**config.mk**
```make
export PLATFORM = sky130hd
export DESIGN_NAME = uart_prog_loader_flat
export DESIGN_NICKNAME = d
export VERILOG_FILES = /design/src/rtl/uart_prog_loader_if.sv /design/src/rtl/uart_prog_loader.sv /design/src/flat_wrapper.sv
export SDC_FILE = /design/constraint.sdc
export NUM_CORES = 1
export LEC_CHECK = 0
export CAP_MARGIN = 0
export CORE_MARGIN = 1.5
export CORE_UTILIZATION = 55
export DETAILED_ROUTE_END_ITERATION = 10
export MAX_ROUTING_LAYER = met4
export PLACE_DENSITY = 0.74
export SLEW_MARGIN = 40
export SYNTH_ARGS = -nofsm -noshare
export SYNTH_HDL_FRONTEND = slang
export SYNTH_SLANG_ARGS = --single-unit
```
**constraint.sdc**
```tcl
create_clock -name upg_clk_i -period 3.13 [get_ports upg_clk_i]
set_input_delay 0.313 -clock upg_clk_i [delete_from_list [all_inputs] [get_ports upg_clk_i]]
set_output_delay 0.313 -clock upg_clk_i [all_outputs]
set_load 0.03 [all_outputs]
```
**src/rtl/uart_prog_loader_if.sv**
```systemverilog
// Memory write port driven by the UART program loader.
// master = loader, slave = target memory bank.
interface uart_prog_loader_if #(
  parameter int NUM_TARGETS = 2,
  parameter int ADDR_W      = 14,
  parameter int DATA_W      = 32
);
  logic                   upg_wen_o;
  logic [NUM_TARGETS-1:0] upg_sel_o;
  logic [ADDR_W-1:0]      upg_adr_o;
  logic [DATA_W-1:0]      upg_dat_o;

  modport master (
    output upg_wen_o,
    output upg_sel_o,
    output upg_adr_o,
    output upg_dat_o
  );

  modport slave (
    input upg_wen_o,
    input upg_sel_o,
    input upg_adr_o,
    input upg_dat_o
  );
endinterface

```
**src/rtl/uart_prog_loader.sv**
```systemverilog
// UART boot loader: framed 8N1 bytes -> word writes into one of
// several on-chip memories, one status byte back per frame.
module uart_prog_loader #(
  parameter int CLK_HZ       = 100_000_000,
  parameter int BAUD         = 128_000,
  parameter int ADDR_W       = 14,
  parameter int DATA_W       = 32,
  parameter int NUM_TARGETS  = 2,
  parameter int TIMEOUT_BITS = 64
) (
  input  logic               upg_clk_i,
  input  logic               upg_rst_i,
  input  logic               upg_rx_i,
  output logic               upg_tx_o,
  output logic               upg_busy_o,
  output logic               upg_done_o,
  uart_prog_loader_if.master upg
);

  localparam int CPB  = CLK_HZ / BAUD;
  localparam int HALF = CPB / 2;
  localparam int CW   = $clog2(CPB);
  localparam int BPW  = DATA_W / 8;
  localparam int BCW  = (BPW > 1) ? $clog2(BPW) : 1;
  localparam int TMO  = TIMEOUT_BITS * CPB;
  localparam int TW   = $clog2(TMO + 2);
  localparam logic [32:0] DEPTH = 33'd1 << ADDR_W;

  localparam logic [7:0] HDR   = 8'hA5;
  localparam logic [7:0] R_OK  = 8'h4F;
  localparam logic [7:0] R_ERR = 8'h45;
  localparam logic [7:0] R_TMO = 8'h54;

  // ---------------- RX ----------------
  typedef enum logic [1:0] {
    R_IDLE, R_START, R_DATA, R_STOP
  } rx_st_t;

  rx_st_t          rx_st, rx_st_d;
  logic            rx_m, rx_s, rx_p;
  logic [CW-1:0]   rx_cnt;
  logic [2:0]      rx_bit;
  logic [7:0]      rx_sh;
  logic [7:0]      rx_byte;
  logic            rx_vld;
  logic            rx_ferr;
  logic            rx_fall;
  logic            rx_tick;

  assign rx_fall = rx_p & ~rx_s;
  assign rx_tick = (rx_cnt == CW'(CPB - 1));

  // two-flop synchroniser plus one delay for edge detect
  always_ff @(posedge upg_clk_i) begin
    if (upg_rst_i) begin
      rx_m <= 1'b1;
      rx_s <= 1'b1;
      rx_p <= 1'b1;
    end else begin
      rx_m <= upg_rx_i;
      rx_s <= rx_m;
      rx_p <= rx_s;
    end
  end

  // receiver sequencing: start check, 8 data bits, stop bit
  always_comb begin
    rx_st_d = rx_st;
    unique case (rx_st)
      R_IDLE:  if (rx_fall) rx_st_d = R_START;
      R_START: if (rx_cnt == CW'(HALF - 1))
                 rx_st_d = rx_s ? R_IDLE : R_DATA;
      R_DATA:  if (rx_tick && rx_bit == 3'd7)
                 rx_st_d = R_STOP;
      R_STOP:  if (rx_tick) rx_st_d = R_IDLE;
      default: rx_st_d = R_IDLE;
    endcase
  end

  // receiver state, bit timing and byte capture
  always_ff @(posedge upg_clk_i) begin
    if (upg_rst_i) begin
      rx_st   <= R_IDLE;
      rx_cnt  <= '0;
      rx_bit  <= '0;
      rx_sh   <= '0;
      rx_byte <= '0;
      rx_vld  <= 1'b0;
      rx_ferr <= 1'b0;
    end else begin
      rx_st  <= rx_st_d;
      rx_vld <= 1'b0;
      if (rx_st == R_IDLE || rx_st != rx_st_d ||
          (rx_st == R_DATA && rx_tick))
        rx_cnt <= '0;
      else
        rx_cnt <= rx_cnt + 1'b1;
      if (rx_st == R_START)
        rx_bit <= '0;
      if (rx_st == R_DATA && rx_tick) begin
        rx_sh  <= {rx_s, rx_sh[7:1]};
        rx_bit <= rx_bit + 1'b1;
      end
      if (rx_st == R_STOP && rx_tick) begin
        rx_vld  <= 1'b1;
        rx_byte <= rx_sh;
        rx_ferr <= ~rx_s;
      end
    end
  end

  // ---------------- main FSM ----------------
  typedef enum logic [2:0] {
    S_IDLE, S_TGT, S_LEN0, S_LEN1,
    S_DATA, S_CSUM, S_RESP, S_DONE
  } st_t;

  st_t               st, st_d;
  logic [7:0]        code_d;
  logic              set_done;
  logic              put_word;
  logic [15:0]       len_d;
  logic [DATA_W-1:0] word_d;
  logic              tmo_hit;

  logic [7:0]        csum;
  logic [6:0]        tgt_q;
  logic              last_q;
  logic [7:0]        len_lo;
  logic [15:0]       len_q;
  logic [15:0]       wcnt;
  logic [ADDR_W-1:0] adr_q;
  logic [BCW-1:0]    bcnt;
  logic [DATA_W-1:0] word_q;
  logic [TW-1:0]     tmo_q;
  logic [7:0]        resp_q;
  logic              tx_go;
  logic              tx_done;
  logic              done_q;

  assign upg_done_o = done_q;
  assign upg_busy_o = (st != S_IDLE) && (st != S_DONE);
  assign len_d      = {rx_byte, len_lo};
  assign tmo_hit    = (tmo_q == TW'(TMO));

  // byte k of the word lands in bits [8k+7:8k]
  always_comb begin
    word_d = word_q;
    word_d[{bcnt, 3'b000} +: 8] = rx_byte;
  end

  // next state and per-byte decisions
  always_comb begin
    st_d     = st;
    code_d   = R_ERR;
    set_done = 1'b0;
    put_word = 1'b0;
    unique case (st)
      S_IDLE:
        if (rx_vld && !rx_ferr && rx_byte == HDR)
          st_d = S_TGT;
      S_RESP:
        if (tx_done)
          st_d = done_q ? S_DONE : S_IDLE;
      S_DONE: ;
      default: begin
        if (rx_vld && rx_ferr) begin
          st_d = S_RESP;
        end else if (tmo_hit) begin
          st_d   = S_RESP;
          code_d = R_TMO;
        end else if (rx_vld) begin
          unique case (st)
            S_TGT:
              st_d = (rx_byte[6:0] >= 7'(NUM_TARGETS))
                     ? S_RESP : S_LEN0;
            S_LEN0:
              st_d = S_LEN1;
            S_LEN1:
              if ({17'd0, len_d} > DEPTH) st_d = S_RESP;
              else if (len_d == 16'd0)    st_d = S_CSUM;
              else                        st_d = S_DATA;
            S_DATA:
              if (bcnt == BCW'(BPW - 1)) begin
                put_word = 1'b1;
                if (wcnt == len_q - 16'd1) st_d = S_CSUM;
              end
            S_CSUM: begin
              st_d = S_RESP;
              if (rx_byte == csum) begin
                code_d   = R_OK;
                set_done = last_q;
              end
            end
            default: ;
          endcase
        end
      end
    endcase
  end

  // state register, frame datapath and write port
  always_ff @(posedge upg_clk_i) begin
    if (upg_rst_i) begin
      st            <= S_IDLE;
      csum          <= '0;
      tgt_q         <= '0;
      last_q        <= 1'b0;
      len_lo        <= '0;
      len_q         <= '0;
      wcnt          <= '0;
      adr_q         <= '0;
      bcnt          <= '0;
      word_q        <= '0;
      tmo_q         <= '0;
      resp_q        <= '0;
      tx_go         <= 1'b0;
      done_q        <= 1'b0;
      upg.upg_wen_o <= 1'b0;
      upg.upg_sel_o <= '0;
      upg.upg_adr_o <= '0;
      upg.upg_dat_o <= '0;
    end else begin
      st    <= st_d;
      tx_go <= (st_d == S_RESP) && (st != S_RESP);
      if (st_d == S_RESP && st != S_RESP)
        resp_q <= code_d;
      if (set_done)
        done_q <= 1'b1;

      upg.upg_wen_o <= put_word;
      upg.upg_sel_o <= put_word
                       ? (NUM_TARGETS'(1) << tgt_q) : '0;
      if (put_word) begin
        upg.upg_dat_o <= word_d;
        upg.upg_adr_o <= adr_q;
        adr_q         <= adr_q + 1'b1;
        wcnt          <= wcnt + 1'b1;
      end

      if (st == S_IDLE && st_d == S_TGT)
        csum <= '0;
      else if (rx_vld && (st == S_TGT || st == S_LEN0 ||
                          st == S_LEN1 || st == S_DATA))
        csum <= csum ^ rx_byte;

      if (rx_vld) begin
        unique case (st)
          S_TGT: begin
            tgt_q  <= rx_byte[6:0];
            last_q <= rx_byte[7];
          end
          S_LEN0: len_lo <= rx_byte;
          S_LEN1: begin
            len_q <= len_d;
            adr_q <= '0;
            wcnt  <= '0;
            bcnt  <= '0;
          end
          S_DATA: begin
            word_q <= word_d;
            bcnt   <= (bcnt == BCW'(BPW - 1))
                      ? '0 : bcnt + 1'b1;
          end
          default: ;
        endcase
      end

      if (st == S_TGT || st == S_LEN0 || st == S_LEN1 ||
          st == S_DATA || st == S_CSUM)
        tmo_q <= rx_vld ? '0 : tmo_q + 1'b1;
      else
        tmo_q <= '0;
    end
  end

  // ---------------- TX ----------------
  logic          tx_act;
  logic [CW-1:0] tx_cnt;
  logic [3:0]    tx_bit;
  logic [8:0]    tx_frm;

  // status byte shifter: start, 8 data bits LSB first, stop
  always_ff @(posedge upg_clk_i) begin
    if (upg_rst_i) begin
      upg_tx_o <= 1'b1;
      tx_act   <= 1'b0;
      tx_cnt   <= '0;
      tx_bit   <= '0;
      tx_frm   <= '0;
      tx_done  <= 1'b0;
    end else begin
      tx_done <= 1'b0;
      if (tx_go) begin
        tx_frm   <= {1'b1, resp_q};
        upg_tx_o <= 1'b0;
        tx_cnt   <= '0;
        tx_bit   <= '0;
        tx_act   <= 1'b1;
      end else if (tx_act) begin
        if (tx_cnt == CW'(CPB - 1)) begin
          tx_cnt <= '0;
          if (tx_bit == 4'd9) begin
            tx_act   <= 1'b0;
            tx_done  <= 1'b1;
            upg_tx_o <= 1'b1;
          end else begin
            upg_tx_o <= tx_frm[tx_bit];
            tx_bit   <= tx_bit + 1'b1;
          end
        end else begin
          tx_cnt <= tx_cnt + 1'b1;
        end
      end
    end
  end

endmodule

```
**src/flat_wrapper.sv**
```systemverilog
// flat-port wrapper written by rule: the top's interface ports become plain ports
module uart_prog_loader_flat 
#(
  parameter int CLK_HZ       = 100_000_000,
  parameter int BAUD         = 128_000,
  parameter int ADDR_W       = 14,
  parameter int DATA_W       = 32,
  parameter int NUM_TARGETS  = 2,
  parameter int TIMEOUT_BITS = 64
)
  (upg_clk_i, upg_rst_i, upg_rx_i, upg_tx_o, upg_busy_o, upg_done_o, upg_upg_wen_o, upg_upg_sel_o, upg_upg_adr_o, upg_upg_dat_o);
  uart_prog_loader_if #(.NUM_TARGETS(NUM_TARGETS), .ADDR_W(ADDR_W), .DATA_W(DATA_W)) upg_i ();
  input  logic upg_clk_i;
  input  logic upg_rst_i;
  input  logic upg_rx_i;
  output logic upg_tx_o;
  output logic upg_busy_o;
  output logic upg_done_o;
  output wire logic [$bits(upg_i.upg_wen_o)-1:0] upg_upg_wen_o;
  output wire logic [$bits(upg_i.upg_sel_o)-1:0] upg_upg_sel_o;
  output wire logic [$bits(upg_i.upg_adr_o)-1:0] upg_upg_adr_o;
  output wire logic [$bits(upg_i.upg_dat_o)-1:0] upg_upg_dat_o;
  assign upg_upg_wen_o = upg_i.upg_wen_o;
  assign upg_upg_sel_o = upg_i.upg_sel_o;
  assign upg_upg_adr_o = upg_i.upg_adr_o;
  assign upg_upg_dat_o = upg_i.upg_dat_o;
  uart_prog_loader #(.CLK_HZ(CLK_HZ), .BAUD(BAUD), .ADDR_W(ADDR_W), .DATA_W(DATA_W), .NUM_TARGETS(NUM_TARGETS), .TIMEOUT_BITS(TIMEOUT_BITS)) u_core (.upg_clk_i(upg_clk_i), .upg_rst_i(upg_rst_i), .upg_rx_i(upg_rx_i), .upg_tx_o(upg_tx_o), .upg_busy_o(upg_busy_o), .upg_done_o(upg_done_o), .upg(upg_i));
endmodule
```
==> metrics list, run 1 <==
- Number of rows in the core area: 50
* Number of DRC markers after the initial detailed-route iteration: 497
* Startpoint types: flop
- The worst-case IR drop observed on VDD is 571 uV.
* Worst setup startpoint: u_core.st[1]
- Detail Route Antenna Nets: 0
* Final weighted congestion of routability-driven global placement: 0.900
- Most frequent cells after synthesis: dfxtp_1 (236), nor2_1 (205), nand2_1 (114)
- Top-level port count: 55
- PostCTS Resize Cnt: 0
- Via density per instance: 5.60
- Number of buffers created by CTS: 25
* Clock tree root buffer cell: clkbuf_16
- Fraction of layout cells with a size suffix above 1: 6.45%
- Timing would allow up to 365 MHz.
- The number of antenna violations at the first check in global routing came to 0.
* Standard cell core area: 18700 um2
- Final hold viol count: 0
* Top cell type's share of synthesized area: 45.2%
- In the synthesized netlist the dominant register cell turns out to be dfxtp_1.
- Clock Sinks: 236
- Number of synthesized register bits: 236
* Endpoint arrival time on the critical path: 2430 ps
- Of all flip-flops after synthesis, the portion carrying an async set or reset was 0%.
- 0 antenna diodes ended up in the layout.
- Post-CTS Repair Setup Buffers: 0
* Crit Path Class: flop to output pin
- The critical path ends at upg_busy_o.
* R2r endpoint: u_core.resp_q[3]
- Registers take 4720 um2.
- Initial core utilization: 55.9%
* Cell depth of the worst flop-to-flop path: 8
* Chip height: 141 um
- After routing the design area is 12100 um2.
- At the later pin of the worst-skew pair, clock insertion delay measures 530 ps.
* Final count of pins violating max slew: 0
* Setup_tns: 0 ps
- Cell with the most instances after synthesis: dfxtp_1
- For this run, the total global-route usage over all layers was measured as 23.1%.
- In this run, post-CTS hold repair placed 0 buffers.
- CTS tree: yes
- In this run the static leakage power is 4.17 nW.
- The netlist uses 64 different library cells.
* Layout Skew: 16.8 ps
- The startpoint identified for the worst register-to-register timing path is u_core.tmo_q[0].
- Data required time at the worst endpoint: 2820 ps
* Share of synthesized area occupied by flip-flops and latches: 45.2%
- Count of input and output buffers: 54
* Total of warnings raised by yosys: 0
- P&R area growth vs syn: 15.5%
- Max Root-Sink Buffers: 3
- Each instance of the synthesized netlist takes up on average 8.57 um2.
- The first global-routing pass estimated 37700 um of wire.
- Final critical path time including I/O delays and setup: 2740 ps
- Post-route DRC violation count: 0
- Of all cell types, the one taking the most synthesized area is dfxtp_1.
- Vias in the first global route: 7667
- Final setup violation count: 0
- For this run, the post-layout net count is 1261.
- CTS built an H-tree with a depth of 1.
* Pin count of the biggest net entering global routing: 165
- Power spread over the standard cell area amounts to 528 nW/um2.
- Measured against its own limit, the worst slew margin works out to 49.8%.
- Of all nets on the critical path, the largest fanout is 16.
- The die covers 19900 um2.
* Wire length per cell after detailed routing: 14.8 um
- Worst min-delay path category: input port to flop
- Portion of the clock cycle consumed by the worst path in the final layout: 87.5%
- Unrepaired setup endpoints after global routing: false
- For this block, the via count after detailed routing is 8339.
- Synthesized instance count: 1221
- Max-capacitance violation count: 0
- Post-synth EDFFs: 0
- Final routed wirelength across all metal layers: 22000 um
* GRT Residual Overflow: 0
- The run finished with clean final reports.
* Crit end category: output pin
* Drt first pass iters: 5
* Filler instances: 1580
- Clock-pin slew was measured on the worst setup and hold paths at 60 ps.
- Hold is met by 356 ps.
- Transition time at the pin with the least slew margin: 753 ps
* Number of nets produced by synthesis: 1244
- Area post-placement: 11100 um2
- Cells taking the most area after synthesis: dfxtp_1 (45%), nor2_1 (7.4%), a211oi_1 (4.8%)
- The multi-input combinational cells in the finished layout cover a total of 5370 um2.
- Register-to-register setup slack: 480 ps
* Post-Synthesis Cell Area: 10500 um2
- The floorplan step set the die width to 141 um.
- Summed over all nets, the half-perimeter wirelength after detailed placement is 13900 um.
placed cells by master, fill, tap and decap left out, types with 5 or more instances in the layout:
cell             count
ha_1                20
mux2i_1             40
and3_1              13
xor2_1              55
and2_1               9
dfxtp_1            236
nor4b_1              5
or2_2                8
buf_4               13
nor2b_1             36
inv_1               25
nor2_1             203
nor4_1              13
nor3_1              22
nor3b_1              6
a211oi_1            67
nand2b_1             7
o21ai_0             14
clkbuf_16           25
nand4_1             19
a21oi_1             83
xnor2_1             38
bufinv_16            6
nand2_1            114
clkdlybuf4s50_1     53
nand3_1             29
or3_1               11
clkbuf_8             6
a22oi_1              5
logic make-up after synthesis:
group | share of synthesized area, %
simple gates | 24.9
flops | 45.2
compound gates | 12.0
buf+inv | 3.86
xor+xnor | 7.79
mux | 3.93
fa+ha+maj | 2.39
worst min path at each step:
stage	start	to	slack [ps]	cells past startpoint
final	upg_rst_i	u_core.tx_go	360	3
after global routing	upg_rx_i	u_core.rx_m	370	2
after CTS	upg_rx_i	u_core.rx_m	350	2
after detailed placement	u_core.rx_m	u_core.rx_s	400	1
after global placement	u_core.rx_m	u_core.rx_s	390	1
after floorplan	u_core.rx_m	u_core.rx_s	390	1
worst max-delay path, stage by stage, from the launching register on:
cell and delay [ps]:
dfxtp_1 670, or2_2 250, nor2_1 90, nor2_1 190, clkdlybuf4s50_1 700
registers in the layout, summed over array words and instances (netlist names), 5 cells and up:
| name | flops |
|---|---|
| u_core.upg.upg_dat_o | 32 |
| u_core.word_q | 32 |
| u_core.len_q | 16 |
| u_core.tmo_q | 16 |
| u_core.wcnt | 16 |
| u_core.adr_q | 14 |
| u_core.upg.upg_adr_o | 14 |
| u_core.rx_cnt | 10 |
| u_core.tx_cnt | 10 |
| u_core.csum | 8 |
| u_core.len_lo | 8 |
| u_core.rx_byte | 8 |
| u_core.rx_sh | 8 |
| u_core.tgt_q | 7 |
| u_core.tx_frm | 5 |
cell type report:
cell class	count	share of cell area, %
timing repair buffer	68	5.53
inverter	25	0.777
clock inverter	12	1.88
multi-input combinational	882	44.4
tap	234	2.42
clock buffer	32	5.89
sequential	236	39.1
power breakdown:
part / switching (mW) / total [mW] / leakage [nW] / internal (mW)
Combinational: 0.0464 / 0.0584 / 1.81 / 0.0120
Sequential: 0.00299 / 3.01 / 1.90 / 3.01
Clock: 1.21 / 3.31 / 0.463 / 2.10
layer usage:
metal	global-route usage, %	up-vias	routed length, um
met4	5.10	0	356
met2	35.7	141	9890
met3	3.13	30	804
met5	-	-	0
met1	32.4	3925	11000
li1	-	4243	-
through the flow:
stage / instances / utilization [%] / setup WS (ps) / power, mW
6_report: 1489 / 64.6 / 390 / 6.38
2_1_floorplan: 1221 / - / 872 / 3.12
3_3_place_gp: 1445 / 59.5 / 683 / 3.14
3_5_place_dp: 1445 / 59.5 / 568 / 3.14
5_1_grt: 1489 / 64.6 / 258 / 6.57
4_1_cts: 1489 / 64.6 / 374 / 6.44
No activity file was read; power rests on OpenSTA's default activity.
==> run 2, diff against run 1 <==
CAP_MARGIN = 15   (was 0)
==> results of run 2 <==
No change in the layout: final DEF, timing and power equal those of run 1.
